File: src/rtl/wsn_mem_map.sv
// Shared node-memory map for the neighbor table and the knownSinks list.
// Both the table writer and the best-hop reader import these constants.
package wsn_mem_map;

    localparam int WORD_WIDTH    = 16;
    localparam int NUM_NEIGHBORS = 64;
    localparam int NUM_SINKS     = 16;

    localparam logic [WORD_WIDTH-1:0] EMPTY_ID = 16'hFFFF;

    // Byte base addresses; each entry is one 16-bit word at stride 2.
    localparam logic [WORD_WIDTH-1:0] SINK_BASE    = 16'h0008;
    localparam logic [WORD_WIDTH-1:0] NBR_ID_BASE  = 16'h0048;
    localparam logic [WORD_WIDTH-1:0] CLUSTER_BASE = 16'h00C8;
    localparam logic [WORD_WIDTH-1:0] BATT_BASE    = 16'h0148;
    localparam logic [WORD_WIDTH-1:0] QVAL_BASE    = 16'h01C8;

    typedef enum logic [3:0] {
        S_IDLE,
        S_SEARCH,
        S_WR_ID,
        S_WR_CLUSTER,
        S_WR_BATT,
        S_WR_QVAL,
        S_SINK_SEARCH,
        S_WR_SINK,
        S_DONE
    } ntw_state_t;

    // Byte address of word idx in the array starting at base.
    function automatic logic [WORD_WIDTH-1:0] word_addr(
        input logic [WORD_WIDTH-1:0] base,
        input logic [WORD_WIDTH-1:0] idx
    );
        return base + (idx << 1);
    endfunction

endpackage

File: src/rtl/id_slot_scanner.sv
// Linear scanner over an array of 16-bit IDs. One entry is compared per
// cycle; it reports a key hit and remembers the first empty entry seen.
// Time-shared between the neighbor scan and the knownSinks scan.
module id_slot_scanner
    import wsn_mem_map::*;
#(
    parameter int                    IDX_W     = 6,
    parameter logic [WORD_WIDTH-1:0] EMPTY_KEY = 16'hFFFF
) (
    input  logic                  clock,
    input  logic                  reset,
    input  logic                  i_start,
    input  logic                  i_step,
    input  logic [WORD_WIDTH-1:0] i_base,
    input  logic [WORD_WIDTH-1:0] i_key,
    input  logic [WORD_WIDTH-1:0] i_data,
    input  logic [IDX_W-1:0]      i_last,
    output logic                  o_hit,
    output logic                  o_last,
    output logic                  o_free_found,
    output logic [IDX_W-1:0]      o_idx,
    output logic [IDX_W-1:0]      o_free_idx,
    output logic [WORD_WIDTH-1:0] o_next_addr
);

    logic [IDX_W-1:0]      r_idx;
    logic                  r_free_found;
    logic [IDX_W-1:0]      r_free_idx;
    logic                  w_empty;
    logic [WORD_WIDTH-1:0] w_next_off;

    // Index and first-free tracking; start clears, step advances one entry.
    always_ff @(posedge clock or posedge reset) begin
        if (reset) begin
            r_idx        <= '0;
            r_free_found <= 1'b0;
            r_free_idx   <= '0;
        end else if (i_start) begin
            r_idx        <= '0;
            r_free_found <= 1'b0;
            r_free_idx   <= '0;
        end else if (i_step) begin
            r_idx <= r_idx + 1'b1;
            if (!r_free_found && w_empty) begin
                r_free_found <= 1'b1;
                r_free_idx   <= r_idx;
            end
        end
    end

    // Current-entry compare; free status already includes this entry so the
    // caller can decide on the last entry without an extra cycle.
    always_comb begin
        w_empty      = (i_data == EMPTY_KEY);
        o_hit        = (i_data == i_key);
        o_last       = (r_idx == i_last);
        o_idx        = r_idx;
        o_free_found = r_free_found | w_empty;
        o_free_idx   = r_free_found ? r_free_idx : r_idx;
        w_next_off   = WORD_WIDTH'(r_idx) + 16'd1;
        o_next_addr  = i_base + (w_next_off << 1);
    end

endmodule

File: src/rtl/neighbor_table_writer.sv
// Write-side agent for the neighbor table: finds or allocates the slot for
// one decoded beacon, writes its four words, and records sink senders in
// the knownSinks list.
module neighbor_table_writer #(
    parameter int          NUM_NEIGHBORS = wsn_mem_map::NUM_NEIGHBORS,
    parameter int          NUM_SINKS     = wsn_mem_map::NUM_SINKS,
    parameter logic [15:0] EMPTY_ID      = wsn_mem_map::EMPTY_ID,
    localparam int         IDX_W         = $clog2(NUM_NEIGHBORS)
) (
    input  logic             clock,
    input  logic             reset,
    input  logic             in_valid,
    output logic             in_ready,
    input  logic [15:0]      src_id,
    input  logic [15:0]      src_cluster,
    input  logic [15:0]      src_battery,
    input  logic [15:0]      src_qvalue,
    input  logic             src_is_sink,
    output logic [15:0]      address,
    input  logic [15:0]      data_in,
    output logic [15:0]      data_out,
    output logic             wr_en,
    output logic             done,
    output logic [IDX_W-1:0] slot,
    output logic             new_neighbor,
    output logic             table_full
);

    import wsn_mem_map::*;

    ntw_state_t       r_state;
    logic [15:0]      r_address;
    logic [15:0]      r_data_out;
    logic             r_wr_en;
    logic             r_done;
    logic             r_in_ready;
    logic [IDX_W-1:0] r_slot;
    logic             r_new;
    logic             r_full;

    logic [15:0]      r_id;
    logic [15:0]      r_cluster;
    logic [15:0]      r_batt;
    logic [15:0]      r_qval;
    logic             r_is_sink;

    logic             w_accept;
    logic             w_sink_phase;
    logic             w_scan_start;
    logic             w_scan_step;
    logic [15:0]      w_scan_base;
    logic [IDX_W-1:0] w_scan_last;
    logic             w_hit;
    logic             w_last;
    logic             w_free_found;
    logic [IDX_W-1:0] w_idx;
    logic [IDX_W-1:0] w_free_idx;
    logic [15:0]      w_next_addr;

    // Scanner control: the single scanner serves the neighbor scan, then the
    // sink scan once the neighbor words are written.
    always_comb begin
        w_accept     = (r_state == S_IDLE) && in_valid;
        w_sink_phase = (r_state == S_SINK_SEARCH);
        w_scan_start = w_accept || ((r_state == S_WR_QVAL) && r_is_sink);
        w_scan_step  = (r_state == S_SEARCH) || w_sink_phase;
        w_scan_base  = w_sink_phase ? SINK_BASE : NBR_ID_BASE;
        w_scan_last  = w_sink_phase ? IDX_W'(NUM_SINKS - 1) : IDX_W'(NUM_NEIGHBORS - 1);
    end

    id_slot_scanner #(
        .IDX_W     (IDX_W),
        .EMPTY_KEY (EMPTY_ID)
    ) u_scanner (
        .clock        (clock),
        .reset        (reset),
        .i_start      (w_scan_start),
        .i_step       (w_scan_step),
        .i_base       (w_scan_base),
        .i_key        (r_id),
        .i_data       (data_in),
        .i_last       (w_scan_last),
        .o_hit        (w_hit),
        .o_last       (w_last),
        .o_free_found (w_free_found),
        .o_idx        (w_idx),
        .o_free_idx   (w_free_idx),
        .o_next_addr  (w_next_addr)
    );

    // Beacon fields are captured on accept and held for the whole update.
    always_ff @(posedge clock) begin
        if (w_accept) begin
            r_id      <= src_id;
            r_cluster <= src_cluster;
            r_batt    <= src_battery;
            r_qval    <= src_qvalue;
            r_is_sink <= src_is_sink;
        end
    end

    // Update sequencer; every memory-facing output is registered and set up
    // on the transition into the state that uses it.
    always_ff @(posedge clock or posedge reset) begin
        if (reset) begin
            r_state    <= S_IDLE;
            r_address  <= NBR_ID_BASE;
            r_data_out <= '0;
            r_wr_en    <= 1'b0;
            r_done     <= 1'b0;
            r_in_ready <= 1'b1;
            r_slot     <= '0;
            r_new      <= 1'b0;
            r_full     <= 1'b0;
        end else begin
            case (r_state)
                S_IDLE: begin
                    if (in_valid) begin
                        r_state    <= S_SEARCH;
                        r_in_ready <= 1'b0;
                        r_address  <= NBR_ID_BASE;
                        r_slot     <= '0;
                        r_new      <= 1'b0;
                        r_full     <= 1'b0;
                    end
                end
                S_SEARCH: begin
                    if (w_hit) begin
                        // Existing neighbor: its ID word is already correct.
                        r_slot     <= w_idx;
                        r_new      <= 1'b0;
                        r_address  <= word_addr(CLUSTER_BASE, 16'(w_idx));
                        r_data_out <= r_cluster;
                        r_wr_en    <= 1'b1;
                        r_state    <= S_WR_CLUSTER;
                    end else if (w_last) begin
                        if (w_free_found) begin
                            r_slot     <= w_free_idx;
                            r_new      <= 1'b1;
                            r_address  <= word_addr(NBR_ID_BASE, 16'(w_free_idx));
                            r_data_out <= r_id;
                            r_wr_en    <= 1'b1;
                            r_state    <= S_WR_ID;
                        end else begin
                            r_full  <= 1'b1;
                            r_done  <= 1'b1;
                            r_state <= S_DONE;
                        end
                    end else begin
                        r_address <= w_next_addr;
                    end
                end
                S_WR_ID: begin
                    r_address  <= word_addr(CLUSTER_BASE, 16'(r_slot));
                    r_data_out <= r_cluster;
                    r_state    <= S_WR_CLUSTER;
                end
                S_WR_CLUSTER: begin
                    r_address  <= word_addr(BATT_BASE, 16'(r_slot));
                    r_data_out <= r_batt;
                    r_state    <= S_WR_BATT;
                end
                S_WR_BATT: begin
                    r_address  <= word_addr(QVAL_BASE, 16'(r_slot));
                    r_data_out <= r_qval;
                    r_state    <= S_WR_QVAL;
                end
                S_WR_QVAL: begin
                    r_wr_en <= 1'b0;
                    if (r_is_sink) begin
                        r_address <= SINK_BASE;
                        r_state   <= S_SINK_SEARCH;
                    end else begin
                        r_done  <= 1'b1;
                        r_state <= S_DONE;
                    end
                end
                S_SINK_SEARCH: begin
                    if (w_hit) begin
                        // Sink already known: nothing to record.
                        r_done  <= 1'b1;
                        r_state <= S_DONE;
                    end else if (w_last) begin
                        if (w_free_found) begin
                            r_address  <= word_addr(SINK_BASE, 16'(w_free_idx));
                            r_data_out <= r_id;
                            r_wr_en    <= 1'b1;
                            r_state    <= S_WR_SINK;
                        end else begin
                            // List full: the sink is silently not recorded.
                            r_done  <= 1'b1;
                            r_state <= S_DONE;
                        end
                    end else begin
                        r_address <= w_next_addr;
                    end
                end
                S_WR_SINK: begin
                    r_wr_en <= 1'b0;
                    r_done  <= 1'b1;
                    r_state <= S_DONE;
                end
                S_DONE: begin
                    r_done     <= 1'b0;
                    r_in_ready <= 1'b1;
                    r_state    <= S_IDLE;
                end
                default: begin
                    r_wr_en    <= 1'b0;
                    r_done     <= 1'b0;
                    r_in_ready <= 1'b1;
                    r_state    <= S_IDLE;
                end
            endcase
        end
    end

    // Registered state drives the ports directly.
    always_comb begin
        in_ready     = r_in_ready;
        address      = r_address;
        data_out     = r_data_out;
        wr_en        = r_wr_en;
        done         = r_done;
        slot         = r_slot;
        new_neighbor = r_new;
        table_full   = r_full;
    end

endmodule

File: config.mk
export PLATFORM = sky130hd
export DESIGN_NAME = neighbor_table_writer
export DESIGN_NICKNAME = d
export VERILOG_FILES = /design/src/rtl/wsn_mem_map.sv /design/src/rtl/id_slot_scanner.sv /design/src/rtl/neighbor_table_writer.sv
export SDC_FILE = /design/constraint.sdc
export NUM_CORES = 1
export LEC_CHECK = 0
export CAP_MARGIN = 20
export CORE_ASPECT_RATIO = 0.5
export CORE_MARGIN = 3
export CORE_UTILIZATION = 57
export DETAILED_ROUTE_END_ITERATION = 10
export PLACE_DENSITY = 0.92
export SYNTH_ARGS = -nofsm -noshare
export SYNTH_HDL_FRONTEND = slang
export SYNTH_SLANG_ARGS = --single-unit
File: constraint.sdc
create_clock -name clock -period 12.3 [get_ports clock]
set_input_delay 1.23 -clock clock [delete_from_list [all_inputs] [get_ports clock]]
set_output_delay 1.23 -clock clock [all_outputs]
set_load 0.02 [all_outputs]
; After elaboration in Yosys (flattened, before gate mapping)
; Cells that the tools add are included.
[totals]
register_bits = 125
input_bits = 84
output_inout_bits = 43
wordCells = 137
[classes]
addsub = 9
eq_ne = 23
n_mux = 60
bitwise = 4
n_reduce_logical = 24
[op_table]
columns = operator, n
row1 = 16-bit two-way mux, 12
row2 = 16-bit case mux with 7 select lines, 1
row3 = 16-bit case mux with 5 select lines, 1
row4 = 6-bit two-way mux, 11
row5 = 4-bit two-way mux, 8
row6 = 4-bit case mux with 8 select lines, 1
row7 = "9-bit by 7-bit adder with 10-bit output, first input constant", 2
row8 = 1-bit two-way mux, 19
row9 = "8-bit by 7-bit adder with 9-bit output, first input constant", 2
row10 = 7-bit by 16-bit adder with 16-bit output, 1
row11 = 16-bit == test, 1
row12 = "16-bit == test, second input constant", 1
row13 = "4-bit by 3-bit == test with 1-bit output, second input constant", 4
row14 = "2-bit != test, second input constant", 6
row15 = 6-bit case mux with 2 select lines, 1
row16 = "3-bit by 1-bit != test with 1-bit output, second input constant", 3
row17 = "4-bit by 7-bit adder with 8-bit output, first input constant", 1
row18 = "7-bit by 7-bit adder with 8-bit output, first input constant", 1
row19 = "4-bit by 2-bit == test with 1-bit output, second input constant", 2
row20 = 2-bit AND reduction, 4
row21 = "6-bit by 1-bit adder with 7-bit output, second input constant", 1
row22 = 7-bit two-way mux, 1
row23 = 7-bit nonzero test, 1
row24 = 7-bit OR reduction, 1
row25 = 24 further kinds, 34

; Logic depth before layout (Yosys ltp)
; Gate-level depths: netlist of run 1.
[depth]
depth_word = 6
mapped_depth = 12
mapped_depth_nobuf = 10

; Cells and area by module
; From an unflattened synthesis of run 1, not the netlist that was laid out.
[unflattened]
cells_unflattened = 692
area_unflattened_um2 = 7437.1
[modules_own_cells]
columns = module, instances, cells_per_inst, area_per_inst_um2, seq_area_each_um2
row1 = neighbor_table_writer, 1, 526, 5995.8, 3131.8
row2 = id_slot_scanner, 1, 166, 1441.4, 325.3

; Least setup slack after synthesis of run 1
; No wires, ideal clock.
[synth_timing]
kind = input-to-reg
from = input port in_valid
to = register r_batt[0], enable pin
setup_time_ps = 573
arrival_time_ps = 5792
t_required_ps = 11727
setup_slack_ps = 5935
path_stages = 2
path_buffers = 0
cell_sequence = nand2_1 nor3_1
[synth_between]
elab_chain_len = 1
[synth_rtl]
columns = item, line
row1 = from (decl), neighbor_table_writer.sv:12  ; input logic in_valid,
row2 = 1-bit logical AND, neighbor_table_writer.sv:63  ; w_accept = (r_state == S_IDLE) && in_valid;
row3 = net w_accept, neighbor_table_writer.sv:47  ; logic w_accept;
row4 = to (signal assigned), neighbor_table_writer.sv:96  ; r_batt <= src_battery;
row5 = to (decl), neighbor_table_writer.sv:43  ; logic [15:0] r_batt;
; The timed path passes the listed nets, and every way through them passes these cells.
; A chain may end at the register's enable or synchronous reset.

; Worst setup path in the final report of run 1
[layout_timing]
from = input port data_in[1]
to = register r_data_out[13], in the netlist data_out[13]
[layout_between]
elab_chain_len = 6
word_cells_on_any_way = 10
classes_between = eq/ne (3) / mux (5) / bitwise (1) / reduce/logical (1)
[layout_rtl]
columns = item, line
row1 = from (decl), neighbor_table_writer.sv:20  ; input logic [15:0] data_in,
row2 = 16-bit == test, id_slot_scanner.sv:54  ; w_empty = (i_data == EMPTY_KEY);
row3 = 1-bit bitwise OR, id_slot_scanner.sv:58  ; o_free_found = r_free_found | w_empty;
row4 = 16-bit two-way mux (2 in a row), --
row5 = 16-bit two-way mux (on tied branches), --
row6 = 16-bit case mux with 5 select lines, neighbor_table_writer.sv:116  ; case (r_state)
row7 = to (signal assigned), neighbor_table_writer.sv:133  ; r_data_out <= r_cluster;
row8 = to (signal assigned), neighbor_table_writer.sv:141  ; r_data_out <= r_id;
row9 = to (signal assigned), neighbor_table_writer.sv:155  ; r_data_out <= r_cluster;
row10 = to (decl), neighbor_table_writer.sv:33  ; logic [15:0] r_data_out;
; Several ways; a longest one is shown, not always the timed one. The select of a mux whose other input is x is not followed.

==> results.py, run 1 <==
metrics = {
    "run_status": {
        "outcome": "completed",
    },
    "yosys": {
        "synthFlopType": "edfxtp_1",
        "synth-seq-cells": 118,
        "synth_top_cell_area_share_pct": 29.58,
        "syn_area_per_cell_um2": 10.52,
        "yosysTopAreaCell": "edfxtp_1",
        "synth_cells": 627,
        "syn-cell-area_mm2": 0.006599,
        "async_flop_share_pct": 44.92,
        "synth.distinct_cells": 68,
        "synth_warnings": 0,
        "synth_most_common_cell": "edfxtp_1",
        "yosysSeqAreaShare_pct": 49.73,
        "synthTopCellsByArea": "edfxtp_1 (30%), dfrtp_1 (19%), mux2_2 (3.9%)",
        "synth-edff-count": 65,
        "synthTopCellsByCount": "edfxtp_1 (65), dfrtp_1 (50), o21ai_0 (48)",
    },
    "route": {
        "post_drt_wl_per_cell_um": 22.97,
        "routed_wl_mm": 20.16,
        "final_antenna_net_count": 0,
        "drc": 0,
        "drt_iter0_drc": 1070,
        "num_vias": 6119,
        "dr.pass1.iters": 9,
        "viasPerCell": 6.969,
    },
    "grt": {
        "grt_max_degree": 66,
        "grt_pass1_vias": 5963,
        "track_usage_pct": 31.00,
        "grt_pass1_wl_mm": 30.87,
        "grt_antenna_before_repair": 0,
        "grt.overflow.total": 0,
    },
    "setup_path": {
        "crit_path_end_kind": "flop",
        "start_kind": "input pin",
        "cp.arrival_ns": 4.64,
        "worst-setup-path-type": "in2reg",
        "cp.required_ns": 12.60,
        "crit_fanout": 24,
    },
    "placed_design": {
        "dp_hpwl_mm": 12.62,
        "pre_cts_ws_ns": 7.631,
        "gp_congestion": 0.8996,
        "io_buffers": 119,
    },
    "sta": {
        "setup-violations-final": 0,
        "fin_setup_tns_ns": 0,
        "timing.slew.headroom_pct": 35.18,
        "rsz0062_at_grt": "no",
        "max_freq_mhz": 230.2,
        "setup_slack_ns": 7.956,
        "hold_viol": 0,
        "period_share_pct": 35.32,
        "maxSlewViolCount": 0,
        "worst_clock_skew_ns": 0.01548,
        "fin_crit_ns": 4.344,
        "tightest_slew_ns": 0.9723,
    },
    "power": {
        "p_leak_nw": 3.082,
        "power_w": 0.001884,
        "vdd_drop_max_mv": 0.1208,
        "p_per_area_mw_per_mm2": 222.6,
    },
    "cts": {
        "post_cts_resized": 0,
        "insertion_delay_ns": 0.42,
        "cts_inserted_buffers": 17,
        "postCtsSetupBuffers": 0,
        "clk_pin_slew_ns": 0.06,
        "cts_hold_buf": 0,
        "numClockSinks": 118,
        "root_buffer": "clkbuf_16",
        "htree_levels": 4,
        "clock_path_buffers": 2,
        "cts_tree": "built",
    },
    "final_layout": {
        "drive_gt1_share_pct": 11.05,
        "antenna_cells": 0,
        "syn_to_final_growth_pct": 28.25,
        "fillers": 670,
        "multi_input_area_mm2": 0.003027,
        "seq_area_mm2": 0.003282,
        "final_nets": 810,
    },
    "worst_hold_path": {
        "hp-class": "reg2reg",
    },
    "die": {
        "initial_utilization_pct": 59.19,
        "die_h_um": 82.08,
        "die-area_mm2": 0.01298,
        "core-area_mm2": 0.01115,
        "io_pins": 127,
        "die_w_um": 158.2,
        "rows": 27,
    },
    "run": {
        "maxCapViolations": 0,
    },
}
==> report_power, final <==
| group | switching (W) | internal [W] | total (W) |
|---|---|---|---|
| logic | 0.000385 | 0.000317 | 0.000702 |
| clock network | 0.000200 | 0.000329 | 0.000530 |
| registers | 0.000123 | 0.000530 | 0.000653 |
| total | 0.000708 | 0.00118 | 0.00188 |
==> layer usage <==
metal	up-vias	global-route usage (%)	share of wire [%]
met4	0	14.85	3.4
met5	-	0	0
met3	78	7.000	10
met1	2923	39.59	39
li1	2619	-	-
met2	499	50.85	47
==> metrics by stage <==
step,utilization (%),area [µm²],instances,hold WS [ns]
2_1_floorplan,-,6621,633,0.4631
3_3_place_gp,69.84,7786,842,0.4788
3_5_place_dp,70.02,7806,843,0.4899
4_1_cts,75.61,8429,875,0.4996
5_1_grt,75.91,8463,878,0.5198
6_report,75.91,8463,878,0.4982
==> layout by cell type, fill, tap and decap left out, types with 9 or more instances in the layout <==
cell / instances
a211oi_1: 9
a21oi_1: 26
a221oi_1: 19
a222oi_1: 17
and2_1: 17
and3_1: 20
clkbuf_16: 17
clkdlybuf4s50_1: 119
dfrtp_1: 50
edfxtp_1: 65
inv_1: 14
mux2_2: 23
nand2_1: 26
nand3_1: 15
nand4_1: 21
nor2_1: 30
nor3_1: 11
o211ai_1: 20
o21ai_0: 48
o21ai_1: 11
xor2_1: 18
==> flip-flops by register name (all words and copies together) (netlist names) <==
name,flops
r_state,4
slot,6
wr_en,1
r_id,16
table_full,1
u_scanner.r_free_idx,6
in_ready,1
address,9
r_qval,16
r_batt,16
new_neighbor,1
u_scanner.o_idx,6
done,1
data_out,16
u_scanner.r_free_found,1
r_cluster,16
r_is_sink,1
==> final cells by class <==
type                    instances  share of cell area, %
clock buffers                  18                  5.189
inverters                      16                 0.7096
clock inverters                14                  2.173
multi-input cells             438                  35.76
well taps                     145                  2.144
repair buffers                129                  15.24
flip-flops and latches        118                  38.78
==> cell families after synthesis <==
family / after synthesis / share of synthesized area [%]
buffers and inverters: 77 / 5.119
other: 1 / 0.05683
flip-flops: 118 / 49.73
AO/OA/AOI/OAI: 196 / 20.76
AND/OR/NAND/NOR: 172 / 14.60
XOR/XNOR: 26 / 3.451
adder cells (fa/ha/maj): 6 / 1.138
multiplexers: 31 / 5.138
==> worst paths after layout <==
check,from,end,slack [ns],depth (start not counted)
worst max-delay path,data_in[1],data_out[13],7.96,8
min in group asynchronous,reset,u_scanner.o_idx[4],1.16,2
worst min-delay path,new_neighbor,new_neighbor,0.50,2
worst max register to register,r_state[2],address[5],8.50,8
max in group asynchronous,reset,in_ready,10.52,3
worst min register to register,new_neighbor,new_neighbor,0.50,2
==> worst max-delay path, cell delays in order <==
cell and delay, ns:
clkdlybuf4s50_1 0.45, xor2_1 0.17, nor4_1 0.49, and4_1 0.72, buf_4 0.39, a21o_1 0.16
a211o_1 0.60, mux2_2 0.42
(Power assumes the default switching activity.)
==> inputs of run 2 (changes only) <==
--- a/config.mk
+++ b/config.mk
@@ -8,9 +8,9 @@
 export CAP_MARGIN = 20
 export CORE_ASPECT_RATIO = 0.5
 export CORE_MARGIN = 3
-export CORE_UTILIZATION = 57
+export CORE_UTILIZATION = 53
 export DETAILED_ROUTE_END_ITERATION = 10
-export PLACE_DENSITY = 0.92
+export PLACE_DENSITY = 0.86
 export SYNTH_ARGS = -nofsm -noshare
 export SYNTH_HDL_FRONTEND = slang
 export SYNTH_SLANG_ARGS = --single-unit
==> constraint.sdc (replaced) <==
create_clock -name clock -period 4.22 [get_ports clock]
set_input_delay 0.422 -clock clock [delete_from_list [all_inputs] [get_ports clock]]
set_output_delay 0.422 -clock clock [all_outputs]
set_load 0.02 [all_outputs]
==> results.py, run 2 (synthesized netlist as in run 1, its figures left out) <==
metrics = {
    "setup_path": {
        "start_kind": "flop",
        "r2r-end": "address[2]",
        "r2r-start": "r_state[1]",
        "crit_path_end_kind": "flop",
        "rr_worst_depth": 7,
        "cp.arrival_ns": 3.44,
        "cp.required_ns": 4.52,
        "crit_fanout": 23,
        "worst-setup-path-type": "reg2reg",
        "r2r_slack_ns": 1.08,
    },
    "grt": {
        "grt_antenna_before_repair": 0,
        "grt_pass1_wl_mm": 30.77,
        "grt_max_degree": 54,
        "track_usage_pct": 28.25,
        "grt.overflow.total": 0,
        "grt_pass1_vias": 5874,
    },
    "final_layout": {
        "syn_to_final_growth_pct": 28.95,
        "drive_gt1_share_pct": 11.89,
        "layout_common_cells": "clkdlybuf4s50_1 (119), edfxtp_1 (65), dfrtp_1 (50)",
        "mostFrequentLayoutCell": "clkdlybuf4s50_1",
        "final_nets": 817,
        "fillers": 841,
        "final_cell_area_mm2": 0.008509,
        "antenna_cells": 0,
    },
    "run": {
        "maxCapViolations": 0,
    },
    "placed_design": {
        "io_buffers": 119,
        "postPlaceCellArea_mm2": 0.007893,
        "dp_hpwl_mm": 12.74,
        "gp_congestion": 0.9382,
    },
    "worst_hold_path": {
        "min_to": "in_ready",
        "hold_depth": 2,
        "hp-class": "reg2reg",
        "worstHoldStart": "in_ready",
    },
    "cts": {
        "cts_hold_buf": 0,
        "clock_path_buffers": 2,
        "htree_levels": 4,
        "root_buffer": "clkbuf_16",
        "cts_tree": "built",
        "post_cts_resized": 0,
        "numClockSinks": 118,
        "postCtsSetupBuffers": 0,
        "insertion_delay_ns": 0.42,
        "cts_inserted_buffers": 17,
        "clk_pin_slew_ns": 0.06,
    },
    "sta": {
        "timing.slew.headroom_pct": 26.02,
        "setup-violations-final": 0,
        "max_freq_mhz": 318.7,
        "period_share_pct": 74.34,
        "fin_setup_tns_ns": 0,
        "fin_crit_ns": 3.137,
        "worst_clock_skew_ns": 0.007075,
        "rsz0062_at_grt": "no",
        "maxSlewViolCount": 0,
        "tightest_slew_ns": 1.107,
        "hold_viol": 0,
    },
    "die": {
        "io_pins": 127,
        "die-area_mm2": 0.01391,
        "core-area_mm2": 0.01198,
        "die_w_um": 163.8,
        "initial_utilization_pct": 55.08,
        "rows": 28,
        "die_h_um": 84.90,
    },
    "power": {
        "power_w": 0.005430,
        "p_leak_nw": 3.104,
        "vdd_drop_max_mv": 0.3281,
        "p_per_area_mw_per_mm2": 638.1,
    },
    "route": {
        "drt_iter0_drc": 842,
        "viasPerCell": 6.554,
        "drc": 0,
        "num_vias": 5931,
        "dr.pass1.iters": 7,
        "final_antenna_net_count": 0,
        "post_drt_wl_per_cell_um": 21.48,
        "routed_wl_mm": 19.44,
    },
    "run_status": {
        "outcome": "completed",
    },
}
[run 2: cell types whose count changed in the layout (fill, tap and decap cells not counted)]
cell / delta
buf_12: -1
buf_4: +9
buf_8: -1
bufinv_16: -1
clkinv_4: +4
clkinvlp_4: -1
inv_6: -3
inv_8: +1
nor3_2: -1
nor3_4: +1
[run 2: routing by layer]
| metal | up-vias | track usage [%] | share of wire, % |
|---|---|---|---|
| met5 | - | 0 | 0 |
| met3 | 63 | 5.997 | 8.5 |
| li1 | 2632 | - | - |
| met4 | 0 | 12.89 | 3.8 |
| met2 | 383 | 45.83 | 48 |
| met1 | 2853 | 36.79 | 40 |
[run 2: how the worst max path moves through the flow]
stage               startpoint          to  slack [ns]  cells after the start
floorplan           r_state[2]   r_batt[0]        0.24                      4
global placement    data_in[0]  address[8]        1.01                      8
detailed placement  data_in[1]  address[2]        0.92                      8
CTS                 r_state[1]  address[2]        1.15                      7
global route        r_state[1]  address[8]        0.92                      7
finish              r_state[1]  address[2]        1.08                      7
[run 2: power by group]
group | internal, W | switching [W] | leakage, nW
Combinational | 0.000946 | 0.00115 | 1.56
Clock | 0.000903 | 0.000591 | 0.294
Sequential | 0.00154 | 0.000295 | 1.25
Total | 0.00339 | 0.00204 | 3.10
[run 2: layout make-up]
type | count | area (µm²) | area share [%]
flip-flops and latches | 118 | 3282 | 38.57
multi-input cells | 438 | 3033 | 35.64
repair buffers | 136 | 1323 | 15.54
clock buffers | 18 | 439.2 | 5.161
well taps | 165 | 206.4 | 2.426
clock inverters | 14 | 166.4 | 1.956
inverters | 16 | 60.06 | 0.7058
[run 2: critical path, cell delays in order (launching register included)]
cell      delay [ns]
dfrtp_1         0.77
and4bb_1        0.33
inv_2           0.15
or4_4           0.70
a21oi_1         0.42
or2_2           0.24
a21oi_4         0.10
mux2_2          0.31
[run 2: stage by stage]
step	util, %	std cells	hold WS, ns	setup WS (ns)
2_1_floorplan	-	633	0.4631	0.2434
3_3_place_gp	65.87	872	0.4673	1.011
3_5_place_dp	65.87	872	0.4885	0.9245
4_1_cts	70.93	904	0.4989	1.154
5_1_grt	71.02	905	0.5177	0.9213
6_report	71.02	905	0.4972	1.083
